**src/rtl/seg7_pkg.sv**
```systemverilog
// Shared types and constants for the 7-segment scan controller.
package seg7_pkg;

    typedef enum logic {
        S_GAP,
        S_SHOW
    } scan_state_t;

    localparam logic [6:0] SEG_OFF  = 7'h00;
    localparam logic [6:0] SEG_ZERO = 7'h3f;

    typedef logic [3:0] bcd_t;

endpackage

```
**src/rtl/seg7_scan_controller_decoder.sv**
```systemverilog
// Binary_To_7Segment: combinational BCD to {g,f,e,d,c,b,a} decoder, active-high segments.
module Binary_To_7Segment
    import seg7_pkg::*;
(
    input  bcd_t       i_Bcd,
    output logic [6:0] o_Seg
);

    always_comb begin
        // NOTE: assigning a default before the case keeps this purely combinational (no latch).
        o_Seg = SEG_ZERO;
        case (i_Bcd)
            4'd0:    o_Seg = 7'h3f;
            4'd1:    o_Seg = 7'h06;
            4'd2:    o_Seg = 7'h5b;
            4'd3:    o_Seg = 7'h4f;
            4'd4:    o_Seg = 7'h66;
            4'd5:    o_Seg = 7'h6d;
            4'd6:    o_Seg = 7'h7d;
            4'd7:    o_Seg = 7'h07;
            4'd8:    o_Seg = 7'h7f;
            4'd9:    o_Seg = 7'h6f;
            default: o_Seg = SEG_ZERO;
        endcase
    end

endmodule

```
**src/rtl/seg7_scan_controller.sv**
```systemverilog
// Multiplexed common-anode 7-segment scanner with double-buffered frame-boundary updates.
// Optional leading-zero blanking is enabled by defining SEG7_LZB_EN.
module seg7_scan_controller
    import seg7_pkg::*;
#(
    parameter int DIGITS = 4,
    parameter int DWELL  = 50000,
    parameter int GAP    = 16
) (
    input  logic                  i_Clk,
    input  logic                  i_Rst,
    input  logic                  i_En,
    input  logic                  i_Load,
    input  logic [4*DIGITS-1:0]   i_Digits,
    output logic                  o_Ready,
    output logic [6:0]            o_Seg,
    output logic [DIGITS-1:0]     o_Dig,
    output logic                  o_Frame
);

    localparam int CNT_MAX = (DWELL > GAP) ? DWELL : GAP;
    localparam int CW      = $clog2(CNT_MAX + 1);
    localparam int IW      = $clog2(DIGITS);

    localparam logic [CW-1:0] DWELL_LAST = CW'(DWELL - 1);
    localparam logic [CW-1:0] GAP_LAST   = CW'(GAP - 1);
    localparam logic [IW-1:0] IDX_LAST   = IW'(DIGITS - 1);

    scan_state_t          state_q, state_d;
    logic [CW-1:0]        cnt_q, cnt_d;
    logic [IW-1:0]        idx_q, idx_d;
    logic [4*DIGITS-1:0]  disp_q, disp_d;
    logic [4*DIGITS-1:0]  pend_q, pend_d;
    logic                 pend_valid_q, pend_valid_d;
    logic [6:0]           seg_q, seg_d;
    logic [DIGITS-1:0]    dig_q, dig_d;
    logic                 frame_q, frame_d;

    bcd_t                 dec_in;
    logic [6:0]           dec_seg;
    logic                 blank;
    logic                 lit;

`ifdef SEG7_LZB_EN
    // A digit is a leading zero when it and every digit above it are zero; digit 0 always shows.
    function automatic logic lead_zero(input logic [4*DIGITS-1:0] v, input logic [IW-1:0] idx);
        lead_zero = (idx != '0);
        for (int k = 0; k < DIGITS; k++) begin
            if (k >= int'(idx) && v[4*k +: 4] != 4'd0) lead_zero = 1'b0;
        end
    endfunction
`endif

    always_comb begin
        state_d      = state_q;
        cnt_d        = cnt_q;
        idx_d        = idx_q;
        disp_d       = disp_q;
        pend_d       = pend_q;
        pend_valid_d = pend_valid_q;
        frame_d      = 1'b0;

        if (!i_En) begin
            state_d = S_GAP;
            cnt_d   = '0;
            idx_d   = '0;
            if (pend_valid_q) begin
                disp_d       = pend_q;
                pend_valid_d = 1'b0;
            end
        end else begin
            case (state_q)
                S_GAP: begin
                    if (cnt_q == GAP_LAST) begin
                        state_d = S_SHOW;
                        cnt_d   = '0;
                    end else begin
                        cnt_d = cnt_q + 1'b1;
                    end
                end
                S_SHOW: begin
                    if (cnt_q == DWELL_LAST) begin
                        state_d = S_GAP;
                        cnt_d   = '0;
                        if (idx_q == IDX_LAST) begin
                            idx_d   = '0;
                            frame_d = 1'b1;
                            if (pend_valid_q) begin
                                disp_d       = pend_q;
                                pend_valid_d = 1'b0;
                            end
                        end else begin
                            idx_d = idx_q + 1'b1;
                        end
                    end else begin
                        cnt_d = cnt_q + 1'b1;
                    end
                end
                default: state_d = S_GAP;
            endcase
        end

        // Load and swap are mutually exclusive: a load is only taken with the pending buffer empty.
        if (i_Load && !pend_valid_q) begin
            pend_d       = i_Digits;
            pend_valid_d = 1'b1;
        end
    end

    // Outputs are computed from the next state so they register on the same edge as the FSM.
    always_comb begin
        dec_in = disp_d[4*int'(idx_d) +: 4];
`ifdef SEG7_LZB_EN
        blank  = lead_zero(disp_d, idx_d);
`else
        blank  = 1'b0;
`endif
        lit    = (state_d == S_SHOW) && !blank;
        seg_d  = lit ? dec_seg : SEG_OFF;
        dig_d  = lit ? ~(DIGITS'(1) << idx_d) : '1;
    end

    Binary_To_7Segment u_dec (
        .i_Bcd (dec_in),
        .o_Seg (dec_seg)
    );

    always_ff @(posedge i_Clk or posedge i_Rst) begin
        if (i_Rst) begin
            state_q      <= S_GAP;
            cnt_q        <= '0;
            idx_q        <= '0;
            // NOTE: both buffers are reset so the display is a defined "0" and any pending load is dropped.
            disp_q       <= '0;
            pend_q       <= '0;
            pend_valid_q <= 1'b0;
            seg_q        <= SEG_OFF;
            dig_q        <= '1;
            frame_q      <= 1'b0;
        end else begin
            // NOTE: non-blocking assignments so every flop samples the pre-edge values.
            state_q      <= state_d;
            cnt_q        <= cnt_d;
            idx_q        <= idx_d;
            disp_q       <= disp_d;
            pend_q       <= pend_d;
            pend_valid_q <= pend_valid_d;
            seg_q        <= seg_d;
            dig_q        <= dig_d;
            frame_q      <= frame_d;
        end
    end

    assign o_Ready = ~pend_valid_q;
    assign o_Seg   = seg_q;
    assign o_Dig   = dig_q;
    assign o_Frame = frame_q;

endmodule

```
**config.mk**
```make
export PLATFORM = sky130hd
export DESIGN_NAME = seg7_scan_controller
export DESIGN_NICKNAME = d
export VERILOG_FILES = /design/src/rtl/seg7_pkg.sv /design/src/rtl/seg7_scan_controller_decoder.sv /design/src/rtl/seg7_scan_controller.sv
export SDC_FILE = /design/constraint.sdc
export NUM_CORES = 1
export LEC_CHECK = 0
export CAP_MARGIN = 15
export CORE_ASPECT_RATIO = 1.5
export CORE_MARGIN = 5
export CORE_UTILIZATION = 25
export DETAILED_ROUTE_END_ITERATION = 12
export DONT_BUFFER_PORTS = 1
export SYNTH_ARGS = -nofsm -noshare
export SYNTH_HDL_FRONTEND = slang
export SYNTH_SLANG_ARGS = --single-unit
```
**constraint.sdc**
```tcl
create_clock -name i_Clk -period 3.3 [get_ports i_Clk]
set_input_delay 0.66 -clock i_Clk [delete_from_list [all_inputs] [get_ports i_Clk]]
set_output_delay 0.66 -clock i_Clk [all_outputs]
set_load 0.02 [all_outputs]
```
==> results.cfg, run 1 <==
[power]
finalPower_mw = 2.32
vdd_drop_max_v = 0.000349
p_leak_nw = 1.52
power_frac_comb = 0.173
cell_internal_pwr_mw = 1.71
power_frac_seq = 0.418
power.density_mw_per_mm2 = 685
p_sw_frac = 0.261
pwr-share-clk = 0.409
power.switching_mw = 0.604

[synthesis]
synth_nets = 253
syn_area_per_cell_um2 = 12.7
synth-seq-cells = 64
yosys.cell_types.count = 38
synth_cells = 227
yosysWarnings = 0
synth.top_cell.area_share = 0.522
synth_top_cell_by_area = dfrtp_1
syn_area_mm2 = 0.00287
synthTopCellsByArea = dfrtp_1 52%, mux2_2 9.8%, dfstp_2 3.7%
yosysSeqAreaShare = 0.559

[grt]
grt_pass1_vias = 1805
grt_antenna_before_repair = 0
grt_use_total = 0.0886
grt_max_degree = 48
grt_pass1_wl_mm = 9.33
grt_overflow = 0

[routing]
wl_per_cell_um = 14.5
antenna_left = 0
totalWireLength_mm = 5.68
via_count = 1692
drt-pass1-iter-count = 4
drt_iter0_markers = 80
vias_per_cell = 4.32
drcViolationCount = 0

[clock_tree]
htreeDepth = 3
ctsHoldBuffers = 0
cts_setup_buffers = 0
path_clk_slew_ps = 50
ctsLongestPathBuffers = 2
clockRootBuffer = clkbuf_16
clock-sinks = 64
cts_tree = yes
insertion_delay_ps = 340
numCtsBuffers = 9

[setup_path]
path_buf_inv = 2
critPathRequiredTime_ps = 3540
slowest_stage = dfrtp_1
cp_top_family = simple AND/OR/NAND/NOR gates
cp.depth = 10
crit_chain = nor4_1 > nand3_1 > buf_4 > nor4_2 > a31oi_4 > inv_1 > mux2i_1 > mux2_2 > mux2_4 > a221oi_2
cp-end-kind = flip-flop
cp_max_fo = 9
reg2reg_depth = 10
worstPathArrival_ps = 3370
critical_path.max_stage_delay_ps = 430
startpoint_type = flip-flop
crit_type = flip-flop to flip-flop

[die]
die_w_um = 97.5
die_y_um = 141
rows = 48
ioPinCount = 33
die_area_mm2 = 0.0138
coreArea_mm2 = 0.0114
initial_utilization = 0.252

[cells_and_area]
diodes = 0
final_nets = 263
final_cells = 392
drive_gt1_frac = 0.281
areaGrowthSynthToFinish_pct = 17.8

[sta]
rsz0062_at_grt = no
maxSlewViolCount = 0
setup_viol = 0
hold_violations = 0
clock.fmax_mhz = 319
fin_skew_ps = 7.44
finalHoldWorstSlack_ps = 414
relSlewSlack = 0.354
worst_pin_slew_ps = 967
min_period_over_period = 0.949
tns_ps = 0
fin_crit_ps = 3130
fin_ws_ps = 168

[flow_run]
max_cap_viol_count = 0

[hold_path]
hold_class = primary input to async pin

[place]
gp_congestion = 0.732
dp_hpwl_mm = 4.21
place_inst = 376
port_buffers = 0
pre_cts_ws_ps = 27.4

[status]
outcome = finished, final reports clean
[worst register-to-register path: stages, from the launching register on]
cell and delay, ps:
dfrtp_1 430, nor4_1 420, nand3_1 180, buf_4 190, nor4_2 310, a31oi_4 140, inv_1 250, mux2i_1 260
mux2_2 280, mux2_4 320, a221oi_2 260
[flip-flops by register name, summed over array words and instances (netlist names)]
register	count
o_Seg	7
o_Dig	4
idx_q	2
o_Frame	1
pend_valid_q	1
cnt_q	16
disp_q	16
state_q	1
pend_q	16
[power by group through the flow]
| stage | Combinational [mW] | Sequential, mW | Clock [mW] |
|---|---|---|---|
| 5_1_grt | 0.445 | 0.983 | 1.01 |
| 4_1_cts | 0.400 | 0.972 | 0.970 |
| 3_3_place_gp | 0.380 | 0.977 | 0 |
| 6_report | 0.401 | 0.969 | 0.947 |
| 2_1_floorplan | 0.337 | 0.960 | 0 |
| 3_5_place_dp | 0.396 | 0.985 | 0 |
[final cells by class]
type	instances	area, um^2
inverter	9	33.8
clock inverter	7	78.8
clock buffer	9	225
timing repair buffer	6	45.0
tap	150	188
fill	1200	8030
multi-input combinational	147	1210
sequential	64	1610
[synth_stat cells (all sizes together)]
master and number:
dfrtp 60, a21oi 3, mux2i 10, and2 1, and3 7, nand3 13, a21boi 1, ha 6
nor2 21, xor2 10, o32a 1, xnor2 5, or2 2, nor4 2, a221oi 1, dfstp 4
a31o 1, mux2 37, or3 1, nand2 13, inv 9, a21o 1, nor2b 2, nand2b 1
buf 3, a31oi 3, a32o 1, clkbuf 4, o22ai 1, nor3 3
[path summary, 6_finish.rpt]
path,from,to,slack (ps)
max,cnt_q[5]$_DFF_PP0_,o_Seg[4]$_DFF_PP0_,170
min,i_Rst,o_Frame$_DFF_PP0_,410
max reg2reg,cnt_q[5]$_DFF_PP0_,o_Seg[4]$_DFF_PP0_,170
min reg2reg,cnt_q[0]$_DFF_PP0_,cnt_q[0]$_DFF_PP0_,450
max in group asynchronous,i_Rst,o_Dig[3]$_DFF_PP1_,2110
min in group i_Clk,cnt_q[0]$_DFF_PP0_,cnt_q[0]$_DFF_PP0_,450
[layout by cell type, fill, tap and decap left out, drive strengths merged, types with 2 or more instances in the layout]
cell type / Yosys / layout
a21oi: 3 / 3
a31oi: 3 / 3
and3: 7 / 7
buf: 3 / 6
clkbuf: 4 / 9
clkinvlp: 0 / 3
dfrtp: 60 / 60
dfstp: 4 / 4
ha: 6 / 6
inv: 9 / 11
mux2: 37 / 37
mux2i: 10 / 10
nand2: 13 / 13
nand3: 13 / 13
nor2: 21 / 21
nor2b: 2 / 2
nor3: 3 / 3
nor4: 2 / 2
or2: 2 / 2
xnor2: 5 / 5
xor2: 10 / 10
[kinds of logic after synthesis]
kind of cell | share of synthesized area
AND/OR/NAND/NOR | 0.113
flip-flops | 0.559
multiplexers | 0.186
buffers and inverters | 0.0266
XOR/XNOR | 0.0457
AO/OA/AOI/OAI | 0.0435
adder cells (fa/ha/maj) | 0.0261
[metrics by stage]
step           cell area [um^2]  utilization
2_1_floorplan              2870            -
3_3_place_gp               3060        0.269
3_5_place_dp               3060        0.269
4_1_cts                    3370        0.295
5_1_grt                    3380        0.297
6_report                   3380        0.297
[metal layers]
layer / wire length [um] / global-route usage
met3: 278 / 0.0413
met1: 2180 / 0.0893
met2: 3130 / 0.155
met5: 0 / 0
met4: 91 / 0.0416
[what timing repair did]
action | 4_1_cts | 5_1_grt
setup endpoints to repair | 0 | 4
resized for setup | 0 | 3
hold endpoints to repair | 0 | 0
(Power assumes the default switching activity.)
==> run 2: changes to the inputs <==
--- a/config.mk
+++ b/config.mk
@@ -6,7 +6,6 @@
 export NUM_CORES = 1
 export LEC_CHECK = 0
 export CAP_MARGIN = 15
-export CORE_ASPECT_RATIO = 1.5
 export CORE_MARGIN = 5
 export CORE_UTILIZATION = 25
 export DETAILED_ROUTE_END_ITERATION = 12
==> results.cfg, run 2 (same netlist as run 1, synthesis figures left out) <==
[cells_and_area]
largestRegisters = cnt_q x16, disp_q x16, pend_q x16
multi_input_area_mm2 = 0.00120
final_cells = 385
areaGrowthSynthToFinish_pct = 19.3
final_area_mm2 = 0.00343
layout.cells.most_common = dfrtp_1
diodes = 0
seq_area_mm2 = 0.00161
final_cell_mix = 60 x dfrtp_1, 25 x mux2_2, 21 x nor2_1
final_nets = 263
postLayoutCoreUtil = 0.303
final.fill_count = 1152
drive_gt1_frac = 0.281

[routing]
vias_per_cell = 4.34
drt-pass1-iter-count = 4
wl_per_cell_um = 14.9
drt_iter0_markers = 40
via_count = 1672
drcViolationCount = 0
antenna_left = 0
totalWireLength_mm = 5.72

[place]
dpl-instance-area_mm2 = 0.00304
place_inst = 367
pre_cts_ws_ps = -76.4
gp_congestion = 0.766
dp_hpwl_mm = 3.95
port_buffers = 0

[sta]
hold_violations = 0
setup_viol = 0
rsz0062_at_grt = no
clock.fmax_mhz = 325
fin_crit_ps = 3080
fin_skew_ps = 7.56
min_period_over_period = 0.934
fin_ws_ps = 219
maxSlewViolCount = 0
relSlewSlack = 0.462
worst_pin_slew_ps = 808

[clock_tree]
numCtsBuffers = 9
htreeDepth = 3
clock-sinks = 64
ctsLongestPathBuffers = 2
ctsHoldBuffers = 0
cts_tree = yes
insertion_delay_ps = 330
clockRootBuffer = clkbuf_16
path_clk_slew_ps = 50

[setup_path]
worstPathArrival_ps = 3310
cp_top_family = multiplexers
critPathRequiredTime_ps = 3530
crit_type = flip-flop to flip-flop
path_buf_inv = 0
cp_max_fo = 11
crit_chain = nand3_1 > or3_4 > o32a_2 > mux2_4 > mux2i_1 > mux2i_1 > ha_1 > mux2_4 > a221oi_2
slowest_stage = o32a_2
cp-end-kind = flip-flop
critical_path.max_stage_delay_ps = 550
startpoint_type = flip-flop

[grt]
grt_pass1_vias = 1851
grt_max_degree = 65
grt_pass1_wl_mm = 9.52
grt_antenna_before_repair = 0
grt_overflow = 0
grt_use_total = 0.0925

[hold_path]
hold_class = primary input to async pin

[die]
rows = 39
coreArea_mm2 = 0.0113
die_w_um = 117
die_y_um = 117
initial_utilization = 0.254
ioPinCount = 33
die_area_mm2 = 0.0137

[power]
power.switching_mw = 0.588
cell_internal_pwr_mw = 1.88
power_frac_comb = 0.157
power_frac_seq = 0.392
pwr-share-clk = 0.451
power.density_mw_per_mm2 = 720
p_leak_nw = 1.55
p_sw_frac = 0.238
vdd_drop_max_v = 0.000361

[flow_run]
max_cap_viol_count = 0

[status]
outcome = finished, final reports clean
==> run 2: stage by stage <==
stage	power (mW)	hold WS, ps	setup TNS [ps]
3_5_place_dp	1.37	453	-76.4
4_1_cts	2.51	448	0
2_1_floorplan	1.30	425	0
6_report	2.47	432	0
5_1_grt	2.61	461	0
3_3_place_gp	1.36	435	-48.4
==> run 2: area by class of cell <==
cell class / instances / share of cell area
Clock buffer: 10 / 0.0697
Clock inverter: 6 / 0.0336
Inverter: 9 / 0.00985
Multi-Input combinational cell: 147 / 0.350
Sequential cell: 64 / 0.468
Tap cell: 143 / 0.0522
Timing Repair Buffer: 6 / 0.0168
==> run 2: final timing paths <==
path	from	slack [ps]	to	cells past startpoint
min in group i_Clk	i_En	460	cnt_q[2]$_DFF_PP0_	1
min	i_Rst	430	o_Seg[2]$_DFF_PP0_	2
max in group asynchronous	i_Rst	2320	o_Seg[4]$_DFF_PP0_	2
max	cnt_q[6]$_DFF_PP0_	220	o_Seg[4]$_DFF_PP0_	9
max reg2reg	cnt_q[6]$_DFF_PP0_	220	o_Seg[4]$_DFF_PP0_	9
min reg2reg	cnt_q[0]$_DFF_PP0_	460	cnt_q[0]$_DFF_PP0_	1
==> run 2: metal layers <==
| layer | GRT usage | vias to the layer above | wire length [um] |
|---|---|---|---|
| li1 | - | 804 | - |
| met1 | 0.104 | 832 | 2420 |
| met2 | 0.147 | 30 | 2810 |
| met3 | 0.0463 | 6 | 395 |
| met4 | 0.0436 | 0 | 97 |
| met5 | 0 | - | 0 |
==> run 2: power groups by stage <==
stage                     logic (mW)  registers (mW)  clock network [mW]
final                          0.387           0.968                1.11
after CTS                      0.394           0.971                1.14
after detailed placement       0.391           0.983                   0
after global placement         0.378           0.977                   0
after floorplan                0.337           0.960                   0
after global routing           0.440           0.983                1.18
==> run 2: timing repair <==
action	in CTS	in global routing
pin swaps	0	1
setup buffers	0	2
setup endpoints to repair	1	3
hold endpoints to repair	0	0
gates resized for setup	1	1
